$ cat src/rtl/multiword_add_pkg.sv
// -----------------------------------------------------------------------------
// multiword_add_pkg
// Shared types and helpers for the multi-word adder sequencer.
//   state_t   : sequencer FSM encoding (IDLE, CALC, DONE), 2 bits wide.
//   idx_width : width of the chunk index register, never below 1 bit.
// -----------------------------------------------------------------------------
package multiword_add_pkg;

  typedef enum logic [1:0] {
    IDLE = 2'd0,
    CALC = 2'd1,
    DONE = 2'd2
  } state_t;

  // A single-chunk configuration still needs a 1-bit index register.
  function automatic int idx_width(input int n);
    if (n > 1) begin
      return $clog2(n);
    end else begin
      return 1;
    end
  endfunction

endpackage : multiword_add_pkg

$ cat src/rtl/multiword_add_seq_chunk_adder.sv
// -----------------------------------------------------------------------------
// chunk_adder
// Purely combinational nbits-wide adder with carry in and carry out.
// The addition is done at nbits+1 bits on zero-extended operands, so the
// carry out is never lost.
// Ports:
//   a, b  : nbits operands
//   cin   : carry in
//   s     : nbits sum
//   cout  : carry out
// -----------------------------------------------------------------------------
module chunk_adder #(
  parameter int nbits = 8
) (
  input  logic [nbits-1:0] a,
  input  logic [nbits-1:0] b,
  input  logic             cin,
  output logic [nbits-1:0] s,
  output logic             cout
);

  logic [nbits:0] full_sum_s;

  assign full_sum_s = {1'b0, a} + {1'b0, b} + {{nbits{1'b0}}, cin};
  assign s          = full_sum_s[nbits-1:0];
  assign cout       = full_sum_s[nbits];

endmodule : chunk_adder

$ cat src/rtl/multiword_add_seq.sv
// -----------------------------------------------------------------------------
// multiword_add_seq
// Multi-word adder sequencer. Wide operands are accepted over a val/rdy
// handshake, added one nbits chunk per cycle (least significant first) with
// the carry fed back between chunks, and the assembled wide sum is offered
// over a second val/rdy handshake.
//
// Parameters:
//   nbits   : chunk width (>= 1)
//   nchunks : chunks per operand (>= 1); W = nbits*nchunks
// Ports:
//   clk      : clock, rising edge
//   reset    : asynchronous reset, active low
//   in_val   : operands valid          in_rdy   : ready for operands (IDLE)
//   in_a     : operand A (W)           in_b     : operand B (W)
//   in_cin   : carry into chunk 0
//   out_val  : result valid (DONE)     out_rdy  : consumer takes result
//   out_sum  : (in_a + in_b + in_cin) mod 2^W, registered
//   out_cout : carry out of the top chunk, registered
//   out_ovf  : signed overflow, only when MULTIWORD_ADD_SEQ_OVF_EN is defined
//
// Build option: MULTIWORD_ADD_SEQ_OVF_EN adds out_ovf and its register.
// -----------------------------------------------------------------------------
module multiword_add_seq
  import multiword_add_pkg::*;
#(
  parameter int nbits   = 8,
  parameter int nchunks = 4
) (
  input  logic                     clk,
  input  logic                     reset,
  input  logic                     in_val,
  output logic                     in_rdy,
  input  logic [nbits*nchunks-1:0] in_a,
  input  logic [nbits*nchunks-1:0] in_b,
  input  logic                     in_cin,
  output logic                     out_val,
  input  logic                     out_rdy,
  output logic [nbits*nchunks-1:0] out_sum,
  output logic                     out_cout
`ifdef MULTIWORD_ADD_SEQ_OVF_EN
  ,
  output logic                     out_ovf
`endif
);

  localparam int W  = nbits * nchunks;
  localparam int IW = idx_width(nchunks);
  localparam logic [IW-1:0] LAST_IDX = IW'(nchunks - 1);

  state_t          state_q, state_d;
  logic [W-1:0]    a_q, a_d;
  logic [W-1:0]    b_q, b_d;
  logic [W-1:0]    sum_q, sum_d;
  logic            carry_q, carry_d;
  logic [IW-1:0]   idx_q, idx_d;
`ifdef MULTIWORD_ADD_SEQ_OVF_EN
  logic            ovf_q, ovf_d;
  logic            msb_cin_s;
`endif

  logic [31:0]      base_s;
  logic [nbits-1:0] ch_a_s;
  logic [nbits-1:0] ch_b_s;
  logic [nbits-1:0] ch_s_s;
  logic             ch_cout_s;

  // Bit offset of the chunk currently being worked on.
  assign base_s = 32'(idx_q) * 32'(nbits);
  assign ch_a_s = a_q[base_s +: nbits];
  assign ch_b_s = b_q[base_s +: nbits];

  // Single shared chunk adder; operands are muxed by idx_q.
  chunk_adder #(
    .nbits (nbits)
  ) u_chunk_adder (
    .a    (ch_a_s),
    .b    (ch_b_s),
    .cin  (carry_q),
    .s    (ch_s_s),
    .cout (ch_cout_s)
  );

`ifdef MULTIWORD_ADD_SEQ_OVF_EN
  // Carry into the chunk MSB recovered from the sum bit: s = a ^ b ^ c.
  assign msb_cin_s = ch_s_s[nbits-1] ^ ch_a_s[nbits-1] ^ ch_b_s[nbits-1];
`endif

  // Next-state and datapath update for the sequencer.
  always_comb begin
    state_d = state_q;
    a_d     = a_q;
    b_d     = b_q;
    sum_d   = sum_q;
    carry_d = carry_q;
    idx_d   = idx_q;
`ifdef MULTIWORD_ADD_SEQ_OVF_EN
    ovf_d   = ovf_q;
`endif
    case (state_q)
      IDLE: begin
        if (in_val) begin
          a_d     = in_a;
          b_d     = in_b;
          carry_d = in_cin;
          idx_d   = {IW{1'b0}};
          state_d = CALC;
        end else begin
          state_d = IDLE;
        end
      end
      CALC: begin
        sum_d[base_s +: nbits] = ch_s_s;
        carry_d                = ch_cout_s;
        if (idx_q == LAST_IDX) begin
          state_d = DONE;
`ifdef MULTIWORD_ADD_SEQ_OVF_EN
          ovf_d   = msb_cin_s ^ ch_cout_s;
`endif
        end else begin
          idx_d   = idx_q + IW'(1);
        end
      end
      DONE: begin
        if (out_rdy) begin
          state_d = IDLE;
        end else begin
          state_d = DONE;
        end
      end
      default: begin
        // Unused encoding falls back to IDLE.
        state_d = IDLE;
      end
    endcase
  end

  // State, operand, sum and carry registers.
  always_ff @(posedge clk or negedge reset) begin
    if (!reset) begin
      state_q <= IDLE;
      a_q     <= {W{1'b0}};
      b_q     <= {W{1'b0}};
      sum_q   <= {W{1'b0}};
      carry_q <= 1'b0;
      idx_q   <= {IW{1'b0}};
    end else begin
      state_q <= state_d;
      a_q     <= a_d;
      b_q     <= b_d;
      sum_q   <= sum_d;
      carry_q <= carry_d;
      idx_q   <= idx_d;
    end
  end

`ifdef MULTIWORD_ADD_SEQ_OVF_EN
  // Signed overflow flag captured on the final chunk.
  always_ff @(posedge clk or negedge reset) begin
    if (!reset) begin
      ovf_q <= 1'b0;
    end else begin
      ovf_q <= ovf_d;
    end
  end

  assign out_ovf = ovf_q;
`endif

  // Handshake flags depend on the state register alone.
  assign in_rdy   = (state_q == IDLE);
  assign out_val  = (state_q == DONE);
  assign out_sum  = sum_q;
  assign out_cout = carry_q;

endmodule : multiword_add_seq

$ cat config.mk
export PLATFORM = sky130hd
export DESIGN_NAME = multiword_add_seq
export DESIGN_NICKNAME = d
export VERILOG_FILES = /design/src/rtl/multiword_add_pkg.sv /design/src/rtl/multiword_add_seq_chunk_adder.sv /design/src/rtl/multiword_add_seq.sv
export SDC_FILE = /design/constraint.sdc
export NUM_CORES = 1
export LEC_CHECK = 0
export BUFFER_PORTS_ARGS = -buffer_cell sky130_fd_sc_hd__buf_2
export CORE_ASPECT_RATIO = 1.4
export CORE_UTILIZATION = 40
export CTS_CLUSTER_DIAMETER = 60
export DETAILED_ROUTE_END_ITERATION = 12
export GPL_TIMING_DRIVEN = 0
export PLACE_DENSITY = 0.62
export RECOVER_POWER = 100
export SYNTH_ARGS = -nofsm -noshare
export SYNTH_HDL_FRONTEND = slang
export SYNTH_SLANG_ARGS = --single-unit
$ cat constraint.sdc
create_clock -name clk -period 3.7 [get_ports clk]
set_input_delay 0.185 -clock clk [delete_from_list [all_inputs] [get_ports clk]]
set_output_delay 0.185 -clock clk [all_outputs]
set_load 0.03 [all_outputs]
==> impl_metrics.env <==
export IMPL_status="finished with violations"
export IMPL_violations="capacitance limit, slew limit"
export IMPL_num_vias=2975
export IMPL_htree_levels=3
export IMPL_seq_area_frac_synth=0.549
export IMPL_ir_drop_uv=513
export IMPL_final_util=0.491
export IMPL_routabilityCongestion=0.711
export IMPL_post_drt_via_cell_ratio=5.29
export IMPL_core_um2=11300
export IMPL_synth_cell_area_um2=4600
export IMPL_drive_above_1_share=0.426
export IMPL_die_area_um2=11900
export IMPL_yosysTopAreaCell="dfrtp_1"
export IMPL_antenna_found_initial=0
export IMPL_diodes=0
export IMPL_power_density_nw_per_um2=1080
export IMPL_ys_async_sr_fraction=1.00
export IMPL_cts_root_buf="clkbuf_16"
export IMPL_timing_final_crit_share=0.935
export IMPL_p_leak_nw=2.47
export IMPL_regArea_um2=2530
export IMPL_cp_start_kind="flop"
export IMPL_grt_max_degree=59
export IMPL_finalSetupViolCount=0
export IMPL_hold_viol=0
export IMPL_netlist_cell_type_count=39
export IMPL_insertion_delay_ns=0.34
export IMPL_final_nets=497
export IMPL_maxCapViolations=1
export IMPL_ff2ff_setup_slack_ns=0.24
export IMPL_io_pins=104
export IMPL_initial_core_util=0.408
export IMPL_grt_setup_unrepaired="false"
export IMPL_cts_sinks=101
export IMPL_relSlewSlack=-0.508
export IMPL_synth_edff_count=0
export IMPL_worstPathArrival_ns=3.69
export IMPL_drc=0
export IMPL_finalSetupTns_ns=0
export IMPL_hold_slack_ns=0.0652
export IMPL_fmax_mhz=289
export IMPL_min_path_type="in2reg"
export IMPL_dpl_hpwl_um=7710
export IMPL_syn_inst=298
export IMPL_die_w_um=92.7
export IMPL_syn_nets=382
export IMPL_port_buffers=103
export IMPL_clockBufferDepth=2
export IMPL_synth_top_area_share=0.549
export IMPL_synth_main_ff_cell="dfrtp_1"
export IMPL_worstPathRequired_ns=3.93
export IMPL_worst_pin_slew_ns=2.26
export IMPL_fillers=1067
export IMPL_track_usage=0.184
export IMPL_drt_wl_total_um=10200
export IMPL_avgSynthCellArea_um2=15.4
export IMPL_worstSetupEndpointType="flop"
export IMPL_multi_input_area_um2=1950
export IMPL_tritoncts_num_buffers=9
export IMPL_clk_pin_slew_ns=0.07
export IMPL_wl_per_cell_um=18.2
export IMPL_first_pass_iters=6
export IMPL_rows=46
export IMPL_skew_ns=0.00670
export IMPL_grt_pass1_wl_um=16300
export IMPL_ys_ff_latch=101
export IMPL_drtIter0Drc=108
export IMPL_slew_viol_final=45
export IMPL_grt_ovfl_total=0
export IMPL_fin_crit_ns=3.46
export IMPL_critical_path_max_fanout=9
export IMPL_path_class="reg2reg"
export IMPL_cts_tree="built"
export IMPL_die_h_um=129
export IMPL_netlist_top_cells_area="dfrtp_1, mux2_2, mux4_2, a22o_1, ha_1"
export IMPL_synth_warnings=0
export IMPL_area_growth_syn_to_layout_pct=20.4
export IMPL_grt_pass1_vias=3065
export IMPL_ant_nets=0
metal layers:
metal / wire [um] / up-vias / global-route usage
li1: - / 1363 / -
met1: 4130 / 1505 / 0.222
met2: 5270 / 93 / 0.314
met3: 612 / 14 / 0.0544
met4: 232 / 0 / 0.0670
met5: 0 / - / 0
where the power goes:
part / switching [mW] / internal (mW) / total, mW
clock: 0.410 / 0.613 / 1.02
combinational: 1.76 / 1.35 / 3.10
sequential: 0.265 / 1.59 / 1.86
critical path, stage by stage (launching register included):
cell and delay (ns):
dfrtp_1 0.40, clkbuf_1 0.48, mux4_2 0.43, fa_1 0.48
fa_1 0.47, a211oi_2 0.20, nor2_1 0.10, or4_1 0.41
o311a_2 0.17, a22o_1 0.21
flip-flops by register name, summed over array words and instances (netlist names):
name / cells
state_q: 2
out_sum: 32
out_cout: 1
idx_q: 2
b_q: 32
a_q: 32
final cells by class:
class,instances,share of cell area
plain buffers,11,0.00904
clock buffers,11,0.0438
clock inverters,5,0.0147
inverters,5,0.00339
multi-input cells,180,0.352
flip-flops and latches,101,0.456
well taps,144,0.0325
repair buffers,105,0.0881
kinds of logic after synthesis:
logic type | count (synthesis) | share of synthesized area
DFF | 101 | 0.549
muxes | 80 | 0.235
AOI/OAI and AO/OA | 56 | 0.0968
and+or+nand+nor | 26 | 0.0500
buffers and inverters | 17 | 0.0193
adders and majority gates | 15 | 0.0440
xor gates and xnor gates | 3 | 0.00571
metrics by stage:
stage / instances / setup WS [ns] / total power [mW] / area [um^2]
after global routing: 562 / 0.0570 / 6.43 / 5540
after CTS: 562 / 0.201 / 6.17 / 5660
after detailed placement: 546 / -0.0781 / 5.13 / 5330
after floorplan: 298 / 0.291 / 4.22 / 4600
after global placement: 545 / -0.0116 / 5.01 / 5300
final: 562 / 0.241 / 5.98 / 5540
what timing repair did:
action	4_1_cts	5_1_grt
setup buffers	0	0
resized for setup	1	0
endpoints found under the setup margin	4	0
hold buffers	1	0
endpoints found under the hold margin	43	0
layout by cell type, fill, tap and decap left out, types with 2 or more instances in the layout:
cell type / synthesis / layout
o21ai_0: 7 / 7
bufinv_16: 0 / 2
nor2_1: 9 / 9
a22o_1: 33 / 33
mux2_2: 64 / 64
a21o_1: 2 / 2
a211oi_1: 2 / 2
buf_2: 8 / 68
nand2_1: 2 / 2
ha_1: 13 / 13
fa_1: 2 / 2
xor2_1: 2 / 2
clkbuf_16: 0 / 9
dfrtp_1: 101 / 101
mux4_2: 16 / 16
inv_1: 5 / 5
a21oi_1: 4 / 4
nand2_4: 2 / 2
nor4b_2: 0 / 3
clkbuf_1: 1 / 46
final timing paths:
kind	from	to	cells after the start
hold / removal	in_a[16]	a_q[16]	2
hold reg to reg	out_sum[6]	out_sum[6]	1
max in group asynchronous	reset	state_q[1]	3
setup reg to reg	idx_q[1]	out_sum[22]	9
setup / recovery	idx_q[1]	out_sum[22]	9
min in group asynchronous	reset	b_q[12]	2
cells in the mapped netlist (2+ instances only):
library cell	number
dfrtp_1	101
mux2_2	64
a22o_1	33
mux4_2	16
ha_1	13
nor2_1	9
buf_2	8
o21ai_0	7
inv_1	5
a21oi_1	4
nor4b_4	3
a211oi_1	2
a21o_1	2
buf_6	2
fa_1	2
nand2_1	2
nand2_4	2
xor2_1	2
No activity file was read; power rests on OpenSTA's default activity.
